`src/rtl/output_interface_block.sv`:
```
// Packs SIZE_IN-bit symbols into SIZE_OUT-bit words, first symbol in the MSBs.
// Optional o_parity output enabled by defining OUTPUT_INTERFACE_PARITY_EN.
module output_interface_block #(
    parameter int unsigned SIZE_IN  = 2,
    parameter int unsigned SIZE_OUT = 16
) (
    input  logic                                 i_clk,
    input  logic                                 i_rst_n,
    input  logic                                 i_valid,
    input  logic [SIZE_IN-1:0]                   i_data,
    input  logic                                 i_last,
    output logic                                 o_ready,
    output logic                                 o_valid,
    output logic [SIZE_OUT-1:0]                  o_data,
    output logic [$clog2(SIZE_OUT/SIZE_IN):0]    o_count,
    output logic                                 o_last,
    input  logic                                 i_ready
`ifdef OUTPUT_INTERFACE_PARITY_EN
    ,
    output logic                                 o_parity
`endif
);

    localparam int unsigned NUM   = SIZE_OUT / SIZE_IN;
    localparam int unsigned CNT_W = $clog2(NUM) + 1;

    typedef enum logic {FILL, FULL} state_t;

    state_t              state_q, state_d;
    logic [SIZE_OUT-1:0] word_q, word_d;
    logic [CNT_W-1:0]    cnt_q, cnt_d;
    logic [CNT_W-1:0]    count_q, count_d;
    logic                last_q, last_d;

    always_ff @(posedge i_clk or negedge i_rst_n) begin
        if (!i_rst_n) begin
            state_q <= FILL;
            word_q  <= '0;
            cnt_q   <= '0;
            count_q <= '0;
            last_q  <= 1'b0;
        end else begin
            state_q <= state_d;
            word_q  <= word_d;
            cnt_q   <= cnt_d;
            count_q <= count_d;
            last_q  <= last_d;
        end
    end

    always_comb begin
        state_d = state_q;
        word_d  = word_q;
        cnt_d   = cnt_q;
        count_d = count_q;
        last_d  = last_q;
        case (state_q)
            FILL: begin
                if (i_valid) begin
                    // Slot selected by the running count; slot 0 is the MSB field.
                    for (int unsigned k = 0; k < NUM; k++) begin
                        if (cnt_q == CNT_W'(k)) begin
                            word_d[SIZE_OUT-1-k*SIZE_IN -: SIZE_IN] = i_data;
                        end
                    end
                    cnt_d = cnt_q + CNT_W'(1);
                    if (cnt_q == CNT_W'(NUM - 1) || i_last) begin
                        state_d = FULL;
                        count_d = cnt_q + CNT_W'(1);
                        last_d  = i_last;
                    end
                end
            end
            FULL: begin
                if (i_ready) begin
                    state_d = FILL;
                    word_d  = '0;
                    cnt_d   = '0;
                    count_d = '0;
                    last_d  = 1'b0;
                end
            end
            default: state_d = FILL;
        endcase
    end

    assign o_ready = (state_q == FILL);
    assign o_valid = (state_q == FULL);
    assign o_data  = word_q;
    assign o_count = count_q;
    assign o_last  = last_q;

`ifdef OUTPUT_INTERFACE_PARITY_EN
    logic parity_q;

    always_ff @(posedge i_clk or negedge i_rst_n) begin
        if (!i_rst_n) begin
            parity_q <= 1'b0;
        end else begin
            parity_q <= ^word_d;
        end
    end

    assign o_parity = parity_q;
`endif

endmodule

```
`config.mk`:
```
export PLATFORM = sky130hd
export DESIGN_NAME = output_interface_block
export DESIGN_NICKNAME = d
export VERILOG_FILES = /design/src/rtl/output_interface_block.sv
export SDC_FILE = /design/constraint.sdc
export NUM_CORES = 1
export LEC_CHECK = 0
export ABC_AREA = 0
export CORE_ASPECT_RATIO = 1.25
export CORE_MARGIN = 10
export CORE_UTILIZATION = 45
export CTS_CLUSTER_DIAMETER = 200
export DETAILED_ROUTE_END_ITERATION = 8
export PLACE_DENSITY_LB_ADDON = 0.1
export RECOVER_POWER = 25
export SLEW_MARGIN = 20
export SYNTH_ARGS = -nofsm -noshare
export SYNTH_HDL_FRONTEND = slang
export SYNTH_SLANG_ARGS = --single-unit
```
`constraint.sdc`:
```
create_clock -name i_clk -period 3.61 [get_ports i_clk]
set_input_delay 0.361 -clock i_clk [delete_from_list [all_inputs] [get_ports i_clk]]
set_output_delay 0.361 -clock i_clk [all_outputs]
set_load 0.01 [all_outputs]
```
==> results of run 1 <==
path summary, 6_finish.rpt:
| path | from | endpoint | depth (start not counted) |
|---|---|---|---|
| max in group asynchronous | i_rst_n | o_data[10]$_DFFE_PN0P_ | 1 |
| worst max-delay path | o_valid$_DFF_PN0_ | o_valid | 1 |
| worst min register to register | o_count[2]$_DFFE_PN0P_ | o_count[2]$_DFFE_PN0P_ | 1 |
| worst min-delay path | i_rst_n | o_count[1]$_DFFE_PN0P_ | 1 |
| worst max register to register | o_valid$_DFF_PN0_ | o_data[2]$_DFFE_PN0P_ | 3 |
| min in group i_clk | o_count[2]$_DFFE_PN0P_ | o_count[2]$_DFFE_PN0P_ | 1 |
per-stage QoR:
step / worst slack [ps] / utilization [%] / std cells
global placement: 1690 / 58.8 / 169
CTS: 1490 / 60.5 / 173
global route: 1400 / 60.5 / 173
detailed placement: 1640 / 58.6 / 169
finish: 1510 / 60.5 / 173
floorplan: 2130 / - / 110
cell type report:
| cell class | count | area, µm² | share of cell area [%] |
|---|---|---|---|
| Clock buffer | 3 | 22.5 | 1.38 |
| Clock inverter | 1 | 30.0 | 1.83 |
| Sequential cell | 26 | 651 | 39.8 |
| Timing Repair Buffer | 29 | 284 | 17.4 |
| Multi-Input combinational cell | 69 | 566 | 34.6 |
| Inverter | 11 | 41.3 | 2.52 |
| Tap cell | 34 | 42.5 | 2.60 |
registers in the layout (all words and copies together) (netlist names):
name,cells
cnt_q,4
o_data,16
o_valid,1
o_last,1
o_count,4
cell usage after synthesis, drive strengths merged:
| master | count |
|---|---|
| a31oi | 3 |
| and2 | 1 |
| and3b | 1 |
| buf | 4 |
| dfrtp | 26 |
| ha | 4 |
| inv | 11 |
| mux2 | 15 |
| mux2i | 6 |
| nand2 | 6 |
| nand2b | 4 |
| nand3 | 2 |
| nand3b | 3 |
| nor2 | 4 |
| nor2b | 3 |
| nor3b | 1 |
| o211ai | 1 |
| o21ai | 8 |
| o22ai | 4 |
| xnor2 | 2 |
| xor2 | 1 |
cell families (layout without fill, tap and decap cells):
| kind of cell | after synthesis | after routing | share of synthesized area (%) |
|---|---|---|---|
| adder cells (fa/ha/maj) | 4 | 4 | 3.87 |
| buffers and inverters | 15 | 44 | 5.90 |
| multiplexers | 21 | 21 | 17.7 |
| AND/OR/NAND/NOR | 25 | 25 | 12.4 |
| XOR/XNOR | 3 | 3 | 2.03 |
| AO/OA/AOI/OAI | 16 | 16 | 7.74 |
| flip-flops | 26 | 26 | 50.3 |
report_power, final:
part | internal [mW] | switching (mW) | total (mW)
Sequential | 0.413 | 0.111 | 0.524
Clock | 0.112 | 0.0889 | 0.201
Combinational | 0.329 | 0.238 | 0.567
routing by layer:
layer | up-vias | wire length (µm)
met5 | - | 0
met4 | 0 | 62
met3 | 7 | 228
met2 | 23 | 1450
met1 | 457 | 1140
li1 | 432 | -
placed cells by master (no fill, tap or decap):
cell              n
mux2_2            8
clkbuf_4          3
and3b_1           1
nand3b_4          1
inv_1            11
nor2_1            4
nand2b_1          4
o21ai_0           4
o22ai_1           4
o21ai_2           1
a31oi_1           3
o211ai_2          1
mux2_1            7
nor3b_4           1
bufinv_16         1
xnor2_1           2
nor2b_1           3
dfrtp_1          26
clkdlybuf4s50_1  28
mux2i_1           6
o21ai_1           3
and2_1            1
nand3b_1          2
clkbuf_1          1
nand3_1           2
xor2_1            1
ha_1              4
nand2_1           6
==> metrics, run 1 <==
outcome=completed; Worst Path Arrival=1740 ps; CTS tree=built; Die Wd=67.9 µm; Slew Limit Fails=0; Die ar.=0.00543 mm²; max capacitance violation total=0; CP Launch Type=flop; initial antenna violation count=0; VDD IR-drop max=0.428 mV; slew margin rel.=6.98%; sequential area share after synthesis=50.3%; H-tree depth=1; synth top area cells=dfrtp_1, mux2_2, mux2_1, mux2i_1, ha_1; critical path class=reg -> out; Final setup viols=0; met3 Use GR=3.93%; area of the mapped netlist=0.00129 mm²; number of I/O port buffers=29; Bufs and invs on worst path=1; M2 GR Usage=19.0%; initial core utilization=47.8%; post-route setup TNS=0 ps; post-synthesis net count=121; post-synth top area share=50.3%; CTS sink cnt=26; Slew @ Worst Pin=1400 ps; Synth warnings=0; drt via density=5.31; vias in the first global route=1005; Clk Latency, worst-skew pair=330 ps; M1 GR Usage=12.8%; worst hold slack=320 ps; Routability Congestion=0.837; Max stage delay cell, worst path=dfrtp_1; All-Layer GR Usage=11.5%; final hold violation count=0; Layout fillers=224; CP Capture Type=primary output; Post-Syn Instances=110; pwr dens=790 mW/mm²; Die Ht=79.9 µm; Hold Crit Class=in -> async; flops & latches, synth=26; setup slack, reg-to-reg=1790 ps; fin crit share=58.3%; fmax=476 MHz; fin crit period=2100 ps; vias=919; synth unique cells=27; post-cts sizing count=0; clk slew on worst S/H paths=150 ps; total grt overflow=0; fraction of layout cells with a size suffix above 1=11.5%; worst-path fanout max=19; # IOs=30; Root Buffer=clkbuf_4; antenna viol nets, final=0; DRC Markers=0; CORE AREA=0.00271 mm²; GR peak layer=met2; wire length per cell=16.6 µm; critical-path cell list=clkdlybuf4s50_1; syn_area_per_cell=11.7 µm²; design area=0.00164 mm²; cell row count=21; drt initial violations=31; final WL=2870 µm; post-CTS setup buffers=0; fin nets=151; total CTS buffers=3; HPWL after detailed placement=2160 µm; CP peak stage delay=760 ps; maximum buffer depth of the clock tree=2; area grow syn2layout=26.6%; # diodes=0; DP Area=0.00159 mm²; largest net degree at the start of global routing=27; CP top delay family=flip-flops; RSZ-0062 raised after global routing=no; DRT Pass-1 Iters=4; Static Leak=0.749 nW; Clock Skews=11.0 ps; Design Power=1.29 mW; WP data required=3250 ps; cell type with the highest aggregate area in the netlist=dfrtp_1; # hold bufs at CTS=0; first-pass GRT wire length=4910 µm
No activity file was read; power rests on OpenSTA's default activity.
==> run 2, diff against run 1 <==
- CORE_UTILIZATION: 45 -> 44
- clock period: 3.61 -> 1.9 ns (I/O delays scaled with it)
==> metrics, run 2 (synthesized netlist as in run 1, its figures left out) <==
outcome=completed; commonest non-fill, non-tap cell in the layout=clkdlybuf4s50_1; Die Ht=80.6 µm (+0.84%); H-tree depth=1 (unchanged); Final Non-Filler Cells=176 (+1.7%); CTS tree=built; DP Area=0.00162 mm² (+2.2%); launching point of the worst reg2reg path=cnt_q[1]$_DFFE_PN0P_; initial antenna violation count=0 (unchanged); first-pass GRT wire length=4610 µm (-6.0%); CORE AREA=0.00276 mm² (+1.9%); HPWL after detailed placement=2160 µm (-0.18%); area grow syn2layout=26.8%; # IOs=30 (unchanged); Max stage delay cell, worst path=dfrtp_1; All-Layer GR Usage=10.5% (-0.95 points); Clk Latency, worst-skew pair=310 ps (-20 ps); fin crit period=1740 ps; post-CTS setup buffers=0 (unchanged); wire length per cell=15.6 µm (-5.8%); clk slew on worst S/H paths=130 ps (-20 ps); # placed instances=173 (+2.4%); slew margin rel.=10.2% (+3.2 points); setup slack, reg-to-reg=280 ps (-1510 ps); VDD IR-drop max=0.850 mV (+99%); Die ar.=0.00552 mm² (+1.6%); Layout fillers=262 (+17%); fin nets=155 (+2.6%); pwr dens=1410 mW/mm² (+78%); Critical Path Start=o_valid$_DFF_PN0_; Reg2Reg Depth=4 (+1); maximum buffer depth of the clock tree=2 (unchanged); total CTS buffers=3 (unchanged); vias=917 (-0.22%); DRC Markers=0 (unchanged); fmax=574 MHz; CP Launch Type=flop; max capacitance violation total=0 (unchanged); CP peak stage delay=620 ps (-140 ps); Worst Path Arrival=1550 ps (-190 ps); final hold violation count=0 (unchanged); post-route setup TNS=0 ps (unchanged); design area=0.00164 mm² (+0.15%); Bufs and invs on worst path=1 (unchanged); antenna viol nets, final=0 (unchanged); Clock Skews=6.81 ps (-4.16 ps); drt via density=5.21 (-1.9%); critical path class=reg -> out; pre-CTS WS=148 ps (-1500 ps); # hold bufs at CTS=0 (unchanged); Final setup viols=0 (unchanged); Die Wd=68.5 µm (+0.79%); worst hold slack=440 ps (+121 ps); final WL=2750 µm (-4.2%); commonest cells after routing, fill and taps aside=clkdlybuf4s50_1, dfrtp_1, inv_1; cell row count=21 (unchanged); Reg-to-Reg End=o_count[2]$_DFFE_PN0P_; Slew @ Worst Pin=1350 ps (-47.8 ps); Hold Crit Class=in -> reg; fraction of layout cells with a size suffix above 1=12.7% (+1.2 points); # diodes=0 (unchanged); Core Util, Final=59.4% (-1.1 points); RSZ-0062 raised after global routing=no; Root Buffer=clkbuf_4; crit path capture=o_valid; WP data required=1710 ps (-1540 ps); Static Leak=0.753 nW (+0.65%); total grt overflow=0 (unchanged); CP top delay family=flip-flops; number of I/O port buffers=29 (unchanged); vias in the first global route=995 (-1.0%); worst-path fanout max=13 (-6); fin crit share=91.7%; Setup WS post-layout=158 ps (-1350 ps); Levels on crit path=1 (unchanged); critical-path cell list=clkdlybuf4s50_1; initial core utilization=46.8% (-0.91 points); largest net degree at the start of global routing=27 (unchanged); post-cts sizing count=0 (unchanged); Largest register FFs=16 (unchanged); drt initial violations=30 (-3.2%); DRT Pass-1 Iters=3 (-1); CP Capture Type=primary output; CTS sink cnt=26 (unchanged); Routability Congestion=0.822 (-1.9%); Slew Limit Fails=0 (unchanged); Design Power=2.31 mW (+79%)
run 2: cell count changes in the layout (fill, tap and decap cells not counted):
cell and change:
bufinv_16 -1, buf_4 +3, dlygate4sd3_1 +1
run 2: worst min path at each step:
| stage | start | endpoint | slack, ps | cells after the start |
|---|---|---|---|---|
| 2_1_floorplan | i_rst_n | cnt_q[0]$_DFFE_PN0P_ | -110 | 0 |
| 3_3_place_gp | o_count[2]$_DFFE_PN0P_ | o_count[2]$_DFFE_PN0P_ | 470 | 1 |
| 3_5_place_dp | o_count[2]$_DFFE_PN0P_ | o_count[2]$_DFFE_PN0P_ | 480 | 1 |
| 4_1_cts | i_rst_n | o_count[0]$_DFFE_PN0P_ | 240 | 2 |
| 5_1_grt | i_data[1] | o_data[9]$_DFFE_PN0P_ | 460 | 3 |
| 6_report | i_data[1] | o_data[9]$_DFFE_PN0P_ | 440 | 3 |
run 2: routing by layer:
metal	wire length [µm]	vias to the layer above	track usage [%]	part of all wire, %
li1	-	435	-	-
met4	31	0	3.63	1.1
met3	189	4	3.61	6.9
met2	1420	18	17.6	52
met1	1110	460	12.0	40
met5	0	-	0	0
run 2: cell type report:
class                   count  area [µm²]  share of cell area, %
clock buffers               3        22.5                   1.37
inverters                  11        41.3                   2.52
multi-input cells          69         566                   34.5
flip-flops and latches     26         651                   39.7
well taps                  34        42.5                   2.60
repair buffers             33         317                   19.3
run 2: power breakdown:
part / internal [mW] / switching [mW]
logic: 0.644 / 0.471
registers: 0.785 / 0.187
clock network: 0.0740 / 0.150
run 2: worst reg2reg max path, cell delays in order, from the launching register on:
cell      delay (ps)
dfrtp_1          460
ha_1             300
nand2b_1         140
o211ai_2         280
mux2_1           340
